==> src/rtl/hs_seq_pkg.sv <==
// ---------------------------------------------------------------------------
// hs_seq_pkg
// Shared definitions for the HS transmit sequencer.
//   seq_state_t       : sequencer state encoding
//   SYNC_BYTE         : leader byte sent between HS-zero and the payload
//   DEF_*_CYC         : default HS-prepare / HS-zero / HS-trail lengths
//   BYTE_COUNT_MAX    : saturation value of the optional payload counter
//   timer_load_value(): converts a cycle count into the down-counter preload
// ---------------------------------------------------------------------------
package hs_seq_pkg;

   typedef enum logic [2:0] {
      ST_IDLE,
      ST_PREPARE,
      ST_ZERO,
      ST_SYNC,
      ST_DATA,
      ST_TRAIL,
      ST_EXIT
   } seq_state_t;

   localparam logic [7:0]  SYNC_BYTE       = 8'hB8;
   localparam int          DEF_PREPARE_CYC = 4;
   localparam int          DEF_ZERO_CYC    = 10;
   localparam int          DEF_TRAIL_CYC   = 6;
   localparam logic [15:0] BYTE_COUNT_MAX  = 16'hFFFF;

   // The timer counts the preload down to zero and the state moves on when it
   // reads zero, so a phase of N cycles needs a preload of N-1. A requested
   // length of 0 (or anything below 1) is stretched to a single cycle.
   function automatic logic [7:0] timer_load_value(input int cycles);
      if (cycles <= 1) begin
         return 8'd0;
      end
      return 8'(cycles - 1);
   endfunction

endpackage

==> src/rtl/hs_tx_sequencer_if.sv <==
// ---------------------------------------------------------------------------
// hs_tx_sequencer_if
// Groups the PPI handshake and the lane-side outputs of the HS sequencer.
//   TxRequestHS  : HS transmit request from the protocol layer
//   TxDataHS[7:0]: payload byte, LSB transmitted first
//   TxReadyHS    : payload byte accepted on an edge where it is high with
//                  TxRequestHS
//   hs_byte[7:0] : registered byte towards the serializer / dual-edge stage
//   deff_en      : enable for the dual-edge output flip-flops
//   hs_drv_en    : HS differential driver enable
//   Stopstate    : lane is in the stop state (sequencer idle)
//   byte_count   : payload bytes of the current/last burst (only when the
//                  HS_SEQ_STATUS_EN macro is defined)
// Modports: master = protocol-layer side, slave = the sequencer.
// ---------------------------------------------------------------------------
interface hs_tx_sequencer_if;

   logic        TxRequestHS;
   logic [7:0]  TxDataHS;
   logic        TxReadyHS;
   logic [7:0]  hs_byte;
   logic        deff_en;
   logic        hs_drv_en;
   logic        Stopstate;
`ifdef HS_SEQ_STATUS_EN
   logic [15:0] byte_count;
`endif

   modport master (
      output TxRequestHS,
      output TxDataHS,
      input  TxReadyHS,
      input  hs_byte,
      input  deff_en,
      input  hs_drv_en,
      input  Stopstate
`ifdef HS_SEQ_STATUS_EN
      , input byte_count
`endif
   );

   modport slave (
      input  TxRequestHS,
      input  TxDataHS,
      output TxReadyHS,
      output hs_byte,
      output deff_en,
      output hs_drv_en,
      output Stopstate
`ifdef HS_SEQ_STATUS_EN
      , output byte_count
`endif
   );

endinterface

==> src/rtl/hs_seq_timer.sv <==
// ---------------------------------------------------------------------------
// hs_seq_timer
// 8-bit loadable down-counter that times the HS-prepare, HS-zero and HS-trail
// phases of the sequencer.
//   TxByteClkHS     : byte clock, rising edge
//   TxRst           : asynchronous active-high reset, clears the count
//   load            : preload the counter with load_value on this edge
//   load_value[7:0] : preload (phase length minus one)
//   done            : count has reached zero
// ---------------------------------------------------------------------------
module hs_seq_timer (
   input  logic       TxByteClkHS,
   input  logic       TxRst,
   input  logic       load,
   input  logic [7:0] load_value,
   output logic       done
);

   logic [7:0] count;

   // Load wins over counting so a phase can be armed on the same edge the
   // previous one finishes; once at zero the counter parks there.
   always_ff @(posedge TxByteClkHS or posedge TxRst) begin
      if (TxRst) begin
         count <= 8'd0;
      end else if (load) begin
         count <= load_value;
      end else if (count != 8'd0) begin
         count <= count - 8'd1;
      end
   end

   assign done = (count == 8'd0);

endmodule

==> src/rtl/hs_tx_sequencer.sv <==
// ---------------------------------------------------------------------------
// hs_tx_sequencer
// MIPI-style HS transmit sequencer: walks a lane through
// IDLE -> PREPARE -> ZERO -> SYNC -> DATA -> TRAIL -> EXIT -> IDLE,
// producing the byte stream and driver enables for the serializer.
// Parameters:
//   PREPARE_CYC, ZERO_CYC, TRAIL_CYC : phase lengths in byte-clock cycles
//                                      (legal 1..255, 0 behaves as 1)
// Ports:
//   TxByteClkHS : sole clock, rising edge
//   TxRst       : asynchronous active-high reset
//   bus         : hs_tx_sequencer_if.slave (PPI handshake + lane outputs)
// Optional build macro:
//   HS_SEQ_STATUS_EN : adds bus.byte_count, the saturating count of payload
//                      bytes accepted in the current/last burst.
// All outputs come straight from flip-flops.
// ---------------------------------------------------------------------------
module hs_tx_sequencer
   import hs_seq_pkg::*;
#(
   parameter int PREPARE_CYC = DEF_PREPARE_CYC,
   parameter int ZERO_CYC    = DEF_ZERO_CYC,
   parameter int TRAIL_CYC   = DEF_TRAIL_CYC
) (
   input  logic             TxByteClkHS,
   input  logic             TxRst,
   hs_tx_sequencer_if.slave bus
);

   localparam logic [7:0] PREPARE_LOAD = timer_load_value(PREPARE_CYC);
   localparam logic [7:0] ZERO_LOAD    = timer_load_value(ZERO_CYC);
   localparam logic [7:0] TRAIL_LOAD   = timer_load_value(TRAIL_CYC);

   seq_state_t state_q;
   seq_state_t state_d;

   logic [7:0] hs_byte_q;
   logic [7:0] hs_byte_d;
   logic       deff_en_q;
   logic       deff_en_d;
   logic       hs_drv_en_q;
   logic       hs_drv_en_d;
   logic       ready_q;
   logic       ready_d;
   logic       stop_q;
   logic       stop_d;

   logic       timer_load;
   logic [7:0] timer_value;
   logic       timer_done;

   hs_seq_timer u_timer (
      .TxByteClkHS (TxByteClkHS),
      .TxRst       (TxRst),
      .load        (timer_load),
      .load_value  (timer_value),
      .done        (timer_done)
   );

   // State and every output are registered together, so the outputs seen in
   // a cycle always belong to the state held in that same cycle. Reset puts
   // the lane straight back into the stop state without waiting for a clock.
   always_ff @(posedge TxByteClkHS or posedge TxRst) begin
      if (TxRst) begin
         state_q     <= ST_IDLE;
         hs_byte_q   <= 8'h00;
         deff_en_q   <= 1'b0;
         hs_drv_en_q <= 1'b0;
         ready_q     <= 1'b0;
         stop_q      <= 1'b1;
      end else begin
         state_q     <= state_d;
         hs_byte_q   <= hs_byte_d;
         deff_en_q   <= deff_en_d;
         hs_drv_en_q <= hs_drv_en_d;
         ready_q     <= ready_d;
         stop_q      <= stop_d;
      end
   end

   // Next-state logic plus the output values for the state being entered.
   // TxReadyHS is already high during SYNC: the first payload byte is taken
   // on the edge that leaves SYNC, so it follows the sync byte on the wire
   // with no gap. An edge in SYNC or DATA with the request low ends the burst
   // without consuming a byte. The trail byte is the inverse of bit 7 of
   // whatever byte was last on the wire, captured on the edge entering TRAIL.
   // The request is ignored from TRAIL onwards and EXIT always falls back to
   // IDLE, so a request held high sees one stop-state cycle between bursts.
   always_comb begin
      state_d     = state_q;
      hs_byte_d   = hs_byte_q;
      deff_en_d   = 1'b0;
      hs_drv_en_d = 1'b0;
      ready_d     = 1'b0;
      stop_d      = 1'b0;
      timer_load  = 1'b0;
      timer_value = 8'd0;

      case (state_q)
         ST_IDLE: begin
            if (bus.TxRequestHS) begin
               state_d     = ST_PREPARE;
               timer_load  = 1'b1;
               timer_value = PREPARE_LOAD;
            end
         end
         ST_PREPARE: begin
            if (timer_done) begin
               state_d     = ST_ZERO;
               timer_load  = 1'b1;
               timer_value = ZERO_LOAD;
            end
         end
         ST_ZERO: begin
            if (timer_done) begin
               state_d = ST_SYNC;
            end
         end
         ST_SYNC, ST_DATA: begin
            if (bus.TxRequestHS) begin
               state_d = ST_DATA;
            end else begin
               state_d     = ST_TRAIL;
               timer_load  = 1'b1;
               timer_value = TRAIL_LOAD;
            end
         end
         ST_TRAIL: begin
            if (timer_done) begin
               state_d = ST_EXIT;
            end
         end
         ST_EXIT: begin
            state_d = ST_IDLE;
         end
         default: begin
            state_d = ST_IDLE;
         end
      endcase

      case (state_d)
         ST_IDLE: begin
            hs_byte_d = 8'h00;
            stop_d    = 1'b1;
         end
         ST_PREPARE: begin
            hs_byte_d   = 8'h00;
            hs_drv_en_d = 1'b1;
         end
         ST_ZERO: begin
            hs_byte_d   = 8'h00;
            hs_drv_en_d = 1'b1;
            deff_en_d   = 1'b1;
         end
         ST_SYNC: begin
            hs_byte_d   = SYNC_BYTE;
            hs_drv_en_d = 1'b1;
            deff_en_d   = 1'b1;
            ready_d     = 1'b1;
         end
         ST_DATA: begin
            hs_byte_d   = bus.TxDataHS;
            hs_drv_en_d = 1'b1;
            deff_en_d   = 1'b1;
            ready_d     = 1'b1;
         end
         ST_TRAIL: begin
            if (state_q != ST_TRAIL) begin
               hs_byte_d = {8{~hs_byte_q[7]}};
            end
            hs_drv_en_d = 1'b1;
            deff_en_d   = 1'b1;
         end
         ST_EXIT: begin
            hs_byte_d = 8'h00;
         end
         default: begin
            hs_byte_d = 8'h00;
            stop_d    = 1'b1;
         end
      endcase
   end

   assign bus.TxReadyHS = ready_q;
   assign bus.hs_byte   = hs_byte_q;
   assign bus.deff_en   = deff_en_q;
   assign bus.hs_drv_en = hs_drv_en_q;
   assign bus.Stopstate = stop_q;

`ifdef HS_SEQ_STATUS_EN
   logic [15:0] byte_count_q;

   // Counts accepted payload bytes of the burst in flight. It restarts when
   // the sync byte goes out, sticks at all-ones on very long bursts and keeps
   // its value through EXIT and IDLE so software can read it afterwards.
   always_ff @(posedge TxByteClkHS or posedge TxRst) begin
      if (TxRst) begin
         byte_count_q <= 16'd0;
      end else if (state_q == ST_ZERO && state_d == ST_SYNC) begin
         byte_count_q <= 16'd0;
      end else if (ready_q && bus.TxRequestHS && byte_count_q != BYTE_COUNT_MAX) begin
         byte_count_q <= byte_count_q + 16'd1;
      end
   end

   assign bus.byte_count = byte_count_q;
`endif

endmodule
==> src/flat_wrapper.sv <==
// flat-port wrapper written by rule: the top's interface ports become plain ports
module hs_tx_sequencer_flat import hs_seq_pkg::*;
#(
   parameter int PREPARE_CYC = DEF_PREPARE_CYC,
   parameter int ZERO_CYC    = DEF_ZERO_CYC,
   parameter int TRAIL_CYC   = DEF_TRAIL_CYC
)
  (TxByteClkHS, TxRst, bus_TxRequestHS, bus_TxDataHS, bus_TxReadyHS, bus_hs_byte, bus_deff_en, bus_hs_drv_en, bus_Stopstate);
  hs_tx_sequencer_if bus_i ();
  input  logic TxByteClkHS;
  input  logic TxRst;
  input wire logic [$bits(bus_i.TxRequestHS)-1:0] bus_TxRequestHS;
  input wire logic [$bits(bus_i.TxDataHS)-1:0] bus_TxDataHS;
  output wire logic [$bits(bus_i.TxReadyHS)-1:0] bus_TxReadyHS;
  output wire logic [$bits(bus_i.hs_byte)-1:0] bus_hs_byte;
  output wire logic [$bits(bus_i.deff_en)-1:0] bus_deff_en;
  output wire logic [$bits(bus_i.hs_drv_en)-1:0] bus_hs_drv_en;
  output wire logic [$bits(bus_i.Stopstate)-1:0] bus_Stopstate;
  assign bus_i.TxRequestHS = bus_TxRequestHS;
  assign bus_i.TxDataHS = bus_TxDataHS;
  assign bus_TxReadyHS = bus_i.TxReadyHS;
  assign bus_hs_byte = bus_i.hs_byte;
  assign bus_deff_en = bus_i.deff_en;
  assign bus_hs_drv_en = bus_i.hs_drv_en;
  assign bus_Stopstate = bus_i.Stopstate;
  hs_tx_sequencer #(.PREPARE_CYC(PREPARE_CYC), .ZERO_CYC(ZERO_CYC), .TRAIL_CYC(TRAIL_CYC)) u_core (.TxByteClkHS(TxByteClkHS), .TxRst(TxRst), .bus(bus_i));
endmodule
==> config.mk <==
export PLATFORM = sky130hd
export DESIGN_NAME = hs_tx_sequencer_flat
export DESIGN_NICKNAME = d
export VERILOG_FILES = /design/src/rtl/hs_seq_pkg.sv /design/src/rtl/hs_tx_sequencer_if.sv /design/src/rtl/hs_seq_timer.sv /design/src/rtl/hs_tx_sequencer.sv /design/src/flat_wrapper.sv
export SDC_FILE = /design/constraint.sdc
export NUM_CORES = 1
export LEC_CHECK = 0
export CORE_MARGIN = 4
export CORE_UTILIZATION = 46
export DETAILED_ROUTE_END_ITERATION = 16
export GPL_ROUTABILITY_DRIVEN = 0
export PLACE_DENSITY = 0.83
export SLEW_MARGIN = 10
export SYNTH_ARGS = -nofsm -noshare
export SYNTH_HDL_FRONTEND = slang
export SYNTH_SLANG_ARGS = --single-unit
==> constraint.sdc <==
create_clock -name TxByteClkHS -period 1.8 [get_ports TxByteClkHS]
set_input_delay 0.18 -clock TxByteClkHS [delete_from_list [all_inputs] [get_ports TxByteClkHS]]
set_output_delay 0.18 -clock TxByteClkHS [all_outputs]
set_load 0.02 [all_outputs]
-- Word-level counts from Yosys, hierarchy flattened
Cells that the tools add are included.
- add/subtract/negate cells: 1
- equal/unequal tests: 13
- mux-type cells: 22
- bitwise logic cells: 1
- reduce and logical (&&, ||, !) cells: 9
- operator list (operator ; count):
    $pmux 8 s3 ; 2
    $mux 8 ; 3
    $eq 3x3->1 const B ; 5
    $mux 3 ; 5
    $pmux 3 s5 ; 1
    $eq 3x2->1 const B ; 4
    $logic_not 8->1 ; 1
    $mux 1 ; 8
    $reduce_bool 8->1 ; 1
    $sub 8x1->8 const B ; 1
    $eq 3x1->1 const B ; 2
    $reduce_or 6->1 ; 1
    $reduce_or 5->1 ; 1
    $mux 4 ; 1
    $reduce_or 2->1 ; 2
    $reduce_or 4->1 ; 1
    $logic_not 3->1 ; 1
    $ne 3x3->1 const B ; 1
    $pmux 1 s3 ; 1
    $mux 2 ; 1
    $ne 2x1->1 const B ; 1
    $reduce_bool 2->1 ; 1
    $not 1->1 ; 1
- register bits after elaboration: 23
- input port bits: 11
- output and inout bits: 12
- logic and storage cells: 53

-- Depth between registers and ports, before layout
- depth after elaboration: 6
- gate-level depth with buffers: 7
- depth with buffers taken out: 6

-- Modules after synthesis
Synthesis repeated with hierarchy kept, for this count alone.
- cells, all modules: 124
- area total of the unflattened synthesis: 1283.7 µm²
- by module, submodules not included (module ; times used ; cells an instance ; area an instance (µm²) ; seq. area each (µm²)):
    hs_tx_sequencer ; 1 ; 68 ; 787.0 ; 376.6
    hs_seq_timer ; 1 ; 56 ; 496.7 ; 200.2

-- Worst setup path after synthesis
Ideal clock, no wire load.
- path kind: reg-to-reg
- start point: register u_core.u_timer.count[0]
- end point: register u_core.hs_byte_q[0] (netlist: u_core.bus.hs_byte[0])
- setup time: 126 ps
- arrival: 1662 ps
- data required time: 1674 ps
- path slack: 12 ps
- cell stages (with the launch flop): 8
- buffers on the path: 1
- clock period less this slack: 1788 ps
- path through: dfrtp_1 inv_1 ha_1 nor4b_4 and2_1 buf_6 nor3b_4 a221o_1
- longest elaborated chain between the ends: 5
- elaborated cells between the ends (all ways): 10
- those cells by class: eq/ne (4); mux (5); reduce/logical (1)
- RTL lines (item ; RTL line ; text):
    from (decl) ; hs_seq_timer.sv:19 ; logic [7:0] count;
    from (signal assigned) ; hs_seq_timer.sv:27 ; count <= load_value;
    from (signal assigned) ; hs_seq_timer.sv:29 ; count <= count - 8'd1;
    $logic_not 8->1 * ; hs_seq_timer.sv:33 ; assign done = (count == 8'd0);
    $mux 3 (on tied branches) ; hs_tx_sequencer.sv:129, hs_tx_sequencer.sv:108, hs_tx_sequencer.sv:115 ;
    $pmux 3 s5 * ; hs_tx_sequencer.sv:99 ; case (state_q)
    $eq 3x3->1 or $eq 3x2->1 (tied branches) ; hs_tx_sequencer.sv:141 ; case (state_d)
    $pmux 8 s3 or $ne 2x1->1 (tied branches) ; - ;
    to (signal assigned) ; hs_tx_sequencer.sv:73 ; hs_byte_q <= hs_byte_d;
    to (decl) ; hs_tx_sequencer.sv:37 ; logic [7:0] hs_byte_q;
Every way passes the cells marked *; elsewhere a longest branch is shown, timed or not.
A chain may end at the register's enable or synchronous reset.

-- Final worst setup path
- start point: register u_core.u_timer.count[1]
- end point: register u_core.hs_byte_q[3] (netlist: u_core.bus.hs_byte[3])
Same word-level chain as after synthesis.

==> metrics.md <==
| Metric | Value |
|---|---|
| Outcome | `completed` |
| Drt total wl | `between 2000 and 3000 um` |
| I/O pin count | `23` |
| Hold slack | `between 150 and 200 ps` |
| Clock transition at the registers of the reported paths | `around 120 ps` |
| Most common cell in the synthesized netlist | `dfrtp_1` |
| Final net count | `between 150 and 200` |
| Post-DRT Antenna Nets | `0` |
| Initial antenna violation count | `0` |
| Crit Path Class | `flip-flop to flip-flop` |
| Routed WL per cell | `15.8 um` |
| Register Area | `~580 um2` |
| Setup bufs post-CTS | `0` |
| Vias in the first global route | `1,048` |
| Flops & latches, synth | `23` |
| Share of synthesized registers carrying an async set or reset | `1.00` |
| GR Overflow Total | `0` |
| Critical-path cell list | `inv_2 -> ha_4 -> nor4b_4 -> and2_4 -> nor3b_4 -> a221o_1` |
| Fill count | `around 200` |
| Die area | `3550 um2` |
| Pwr per Cell Area | `roughly 1400 nW/um2` |
| Post-Synthesis Net Count | `128` |
| # Max-Cap Violations | `0` |
| Die Height | `between 50 and 60 um` |
| CTS tree | `yes` |
| Synth warn | `0` |
| Most used DFF post-synth | `dfrtp_1` |
| VDD IR max | `~0.87 mV` |
| Reg2Reg Depth | `6` |
| Seq/Total Area, Yosys | `0.471` |
| Row cnt | `18` |
| Root Driver | `clkbuf_4` |
| Post-synth cell types | `43` |
| Part of the cycle the worst path needs | `0.972` |
| Chip Width | `a little under 60 um` |
| Clock Latency Late Sink | `approximately 310 ps` |
| RR Endpoint | `u_core.bus.hs_byte[3]` |
| Largest net degree at the start of global routing | `13` |
| Hold-fix buffers at CTS | `0` |
| Gr usage total | `0.180` |
| Pwr Total | `2250 uW` |
| Final slew viol count | `0` |
| Max FO, Critical Path | `8` |
| Setup Viol. Count Final | `0` |
| Synth top area cells | `dfrtp_1 45%, a221o_1 6.5%, a21oi_1 3.3%` |
| Clock Path Buffers | `2` |
| Vias | `~1,000` |
| DRC | `0` |
| Post-synth EDFFs | `0` |
| Total number of H-tree levels | `1` |
| # diodes | `0` |
| Multi-input logic area | `a little over 600 um2` |
| Clock Skews | `between 6 and 7 ps` |
| Post-synth top area share | `0.450` |
| Syn Area/Cell | `about 11 um2` |
| Via density | `about 5.7` |
| Global-route wire length before repair | `4840 um` |
| Starting Density | `0.489` |
| WP data arrival | `between 1500 and 2000 ps` |
| TritonCTS Buffers | `3` |
| Crit start category | `flip-flop` |
| Worst EP required | `2010 ps` |
| Post-Synthesis Cells | `about 120` |
| Cell taking the most area after synthesis | `dfrtp_1` |
| Worst r2r src | `u_core.u_timer.count[1]` |
| Slew headroom | `0.657` |
| RSZ-0062 raised after global routing | `true` |
| Fmax | `0.571 GHz` |
| Slowest cell on the critical path | `dfrtp_1` |
| CP peak stage delay | `between 400 and 500 ps` |
| Critical Path End Type | `flip-flop` |
| Worst-Margin Slew | `roughly 500 ps` |
| Layout Utilization | `0.652` |
| Clock sink total | `23` |
| Min-Delay Path Class | `input pin to asynchronous set/reset pin` |
| IO Port Bufs | `22` |
| Mapped Area | `roughly 1200 um2` |
| Post-route minimum period | `between 1500 and 2000 ps` |
| Share of cells above drive strength 1 | `0.243` |
| Area grow syn2layout | `33.2%` |
| Initial DRC count | `32` |
| Pleak | `about 0.0007 uW` |
| Drt pass-1 iters | `4` |
| Detailed placement HPWL | `2180 um` |
| Synth cell count leaders | `22 x dfrtp_1, 10 x nor2_1, 8 x a21oi_1, 8 x a221o_1, 7 x nand2_1` |
| Placeable Area | `~2500 um2` |
| R2r setup slk | `around 50 ps` |
| Hold Vio Cnt, Final | `0` |
## worst max path at each step
stage                                  from                       to  slack [ps]  depth (start not counted)
floorplan           u_core.u_timer.count[0]    u_core.bus.hs_byte[0]          10                          7
global placement    u_core.u_timer.count[0]  u_core.u_timer.count[3]          -8                          7
detailed placement  u_core.u_timer.count[0]  u_core.u_timer.count[3]        -130                          7
CTS                 u_core.u_timer.count[0]  u_core.u_timer.count[3]          20                          7
global route        u_core.u_timer.count[1]    u_core.bus.hs_byte[4]          -9                          6
finish              u_core.u_timer.count[1]    u_core.bus.hs_byte[3]          50                          6
## sequential cells by signal, indices dropped and copies added (netlist names)
| name | cells |
|---|---|
| u_core.bus.Stopstate | 1 |
| u_core.bus.TxReadyHS | 1 |
| u_core.bus.deff_en | 1 |
| u_core.bus.hs_byte | 8 |
| u_core.bus.hs_drv_en | 1 |
| u_core.state_q | 3 |
| u_core.u_timer.count | 8 |
## per-stage QoR
stage          cell area (um2)  setup WS (ps)  setup TNS [ps]  cells
6_report                  1630           50.1               0    182
5_1_grt                   1630          -8.54           -20.1    182
4_1_cts                   1600           15.8               0    182
3_5_place_dp              1570           -134            -134    178
3_3_place_gp              1570          -7.62           -7.62    178
2_1_floorplan             1220           12.2               0    116
## worst max-delay path, delay by kind of cell (launching register included)
family	cells	cell delay, ps
and+or+nand+nor	3	650
DFF	1	420
AOI/OAI and AO/OA	1	350
adders and majority gates	1	130
buffers and inverters	1	90
## cell usage in the layout, fill, tap and decap left out, drive strengths merged, types with 3 or more instances in the layout
cell type      netlist  final
clkbuf               3      4
nor4                 3      3
nand2                8      8
clkdlybuf4s50        0     22
o21ai                3      3
nor3                 3      3
dfrtp               22     22
nor2                10     10
inv                  6      6
a221o                8      8
buf                  3     16
xnor2                4      4
nand2b               4      4
a21oi                8      8
## repair_timing
| action | CTS | global route |
|---|---|---|
| hold endpoints to repair | 0 | 0 |
| pin swaps | 0 | 7 |
| gates resized for setup | 2 | 8 |
| setup endpoints to repair | 8 | 11 |
## metal layers
metal	routed length, um	GRT usage
met3	239	0.0392
met4	31	0.0633
met5	0	0
met1	1230	0.238
met2	1370	0.290
## report_power, final
| group | switching [uW] | internal [uW] |
|---|---|---|
| Sequential | 196 | 685 |
| Clock | 149 | 86.6 |
| Combinational | 565 | 567 |
| Total | 909 | 1340 |
## area by class of cell
cell class	instances	area share
Multi-Input combinational cell	81	0.381
Clock buffer	4	0.0161
Sequential cell	23	0.355
Inverter	6	0.0138
Timing Repair Buffer	38	0.211
Tap cell	30	0.0230
## cell families after synthesis
kind of cell	share of synthesized area
flops	0.471
compound gates	0.214
mux	0.0164
simple gates	0.208
xor+xnor	0.0358
fa+ha+maj	0.0102
buf+inv	0.0450
No activity file was read; power rests on OpenSTA's default activity.
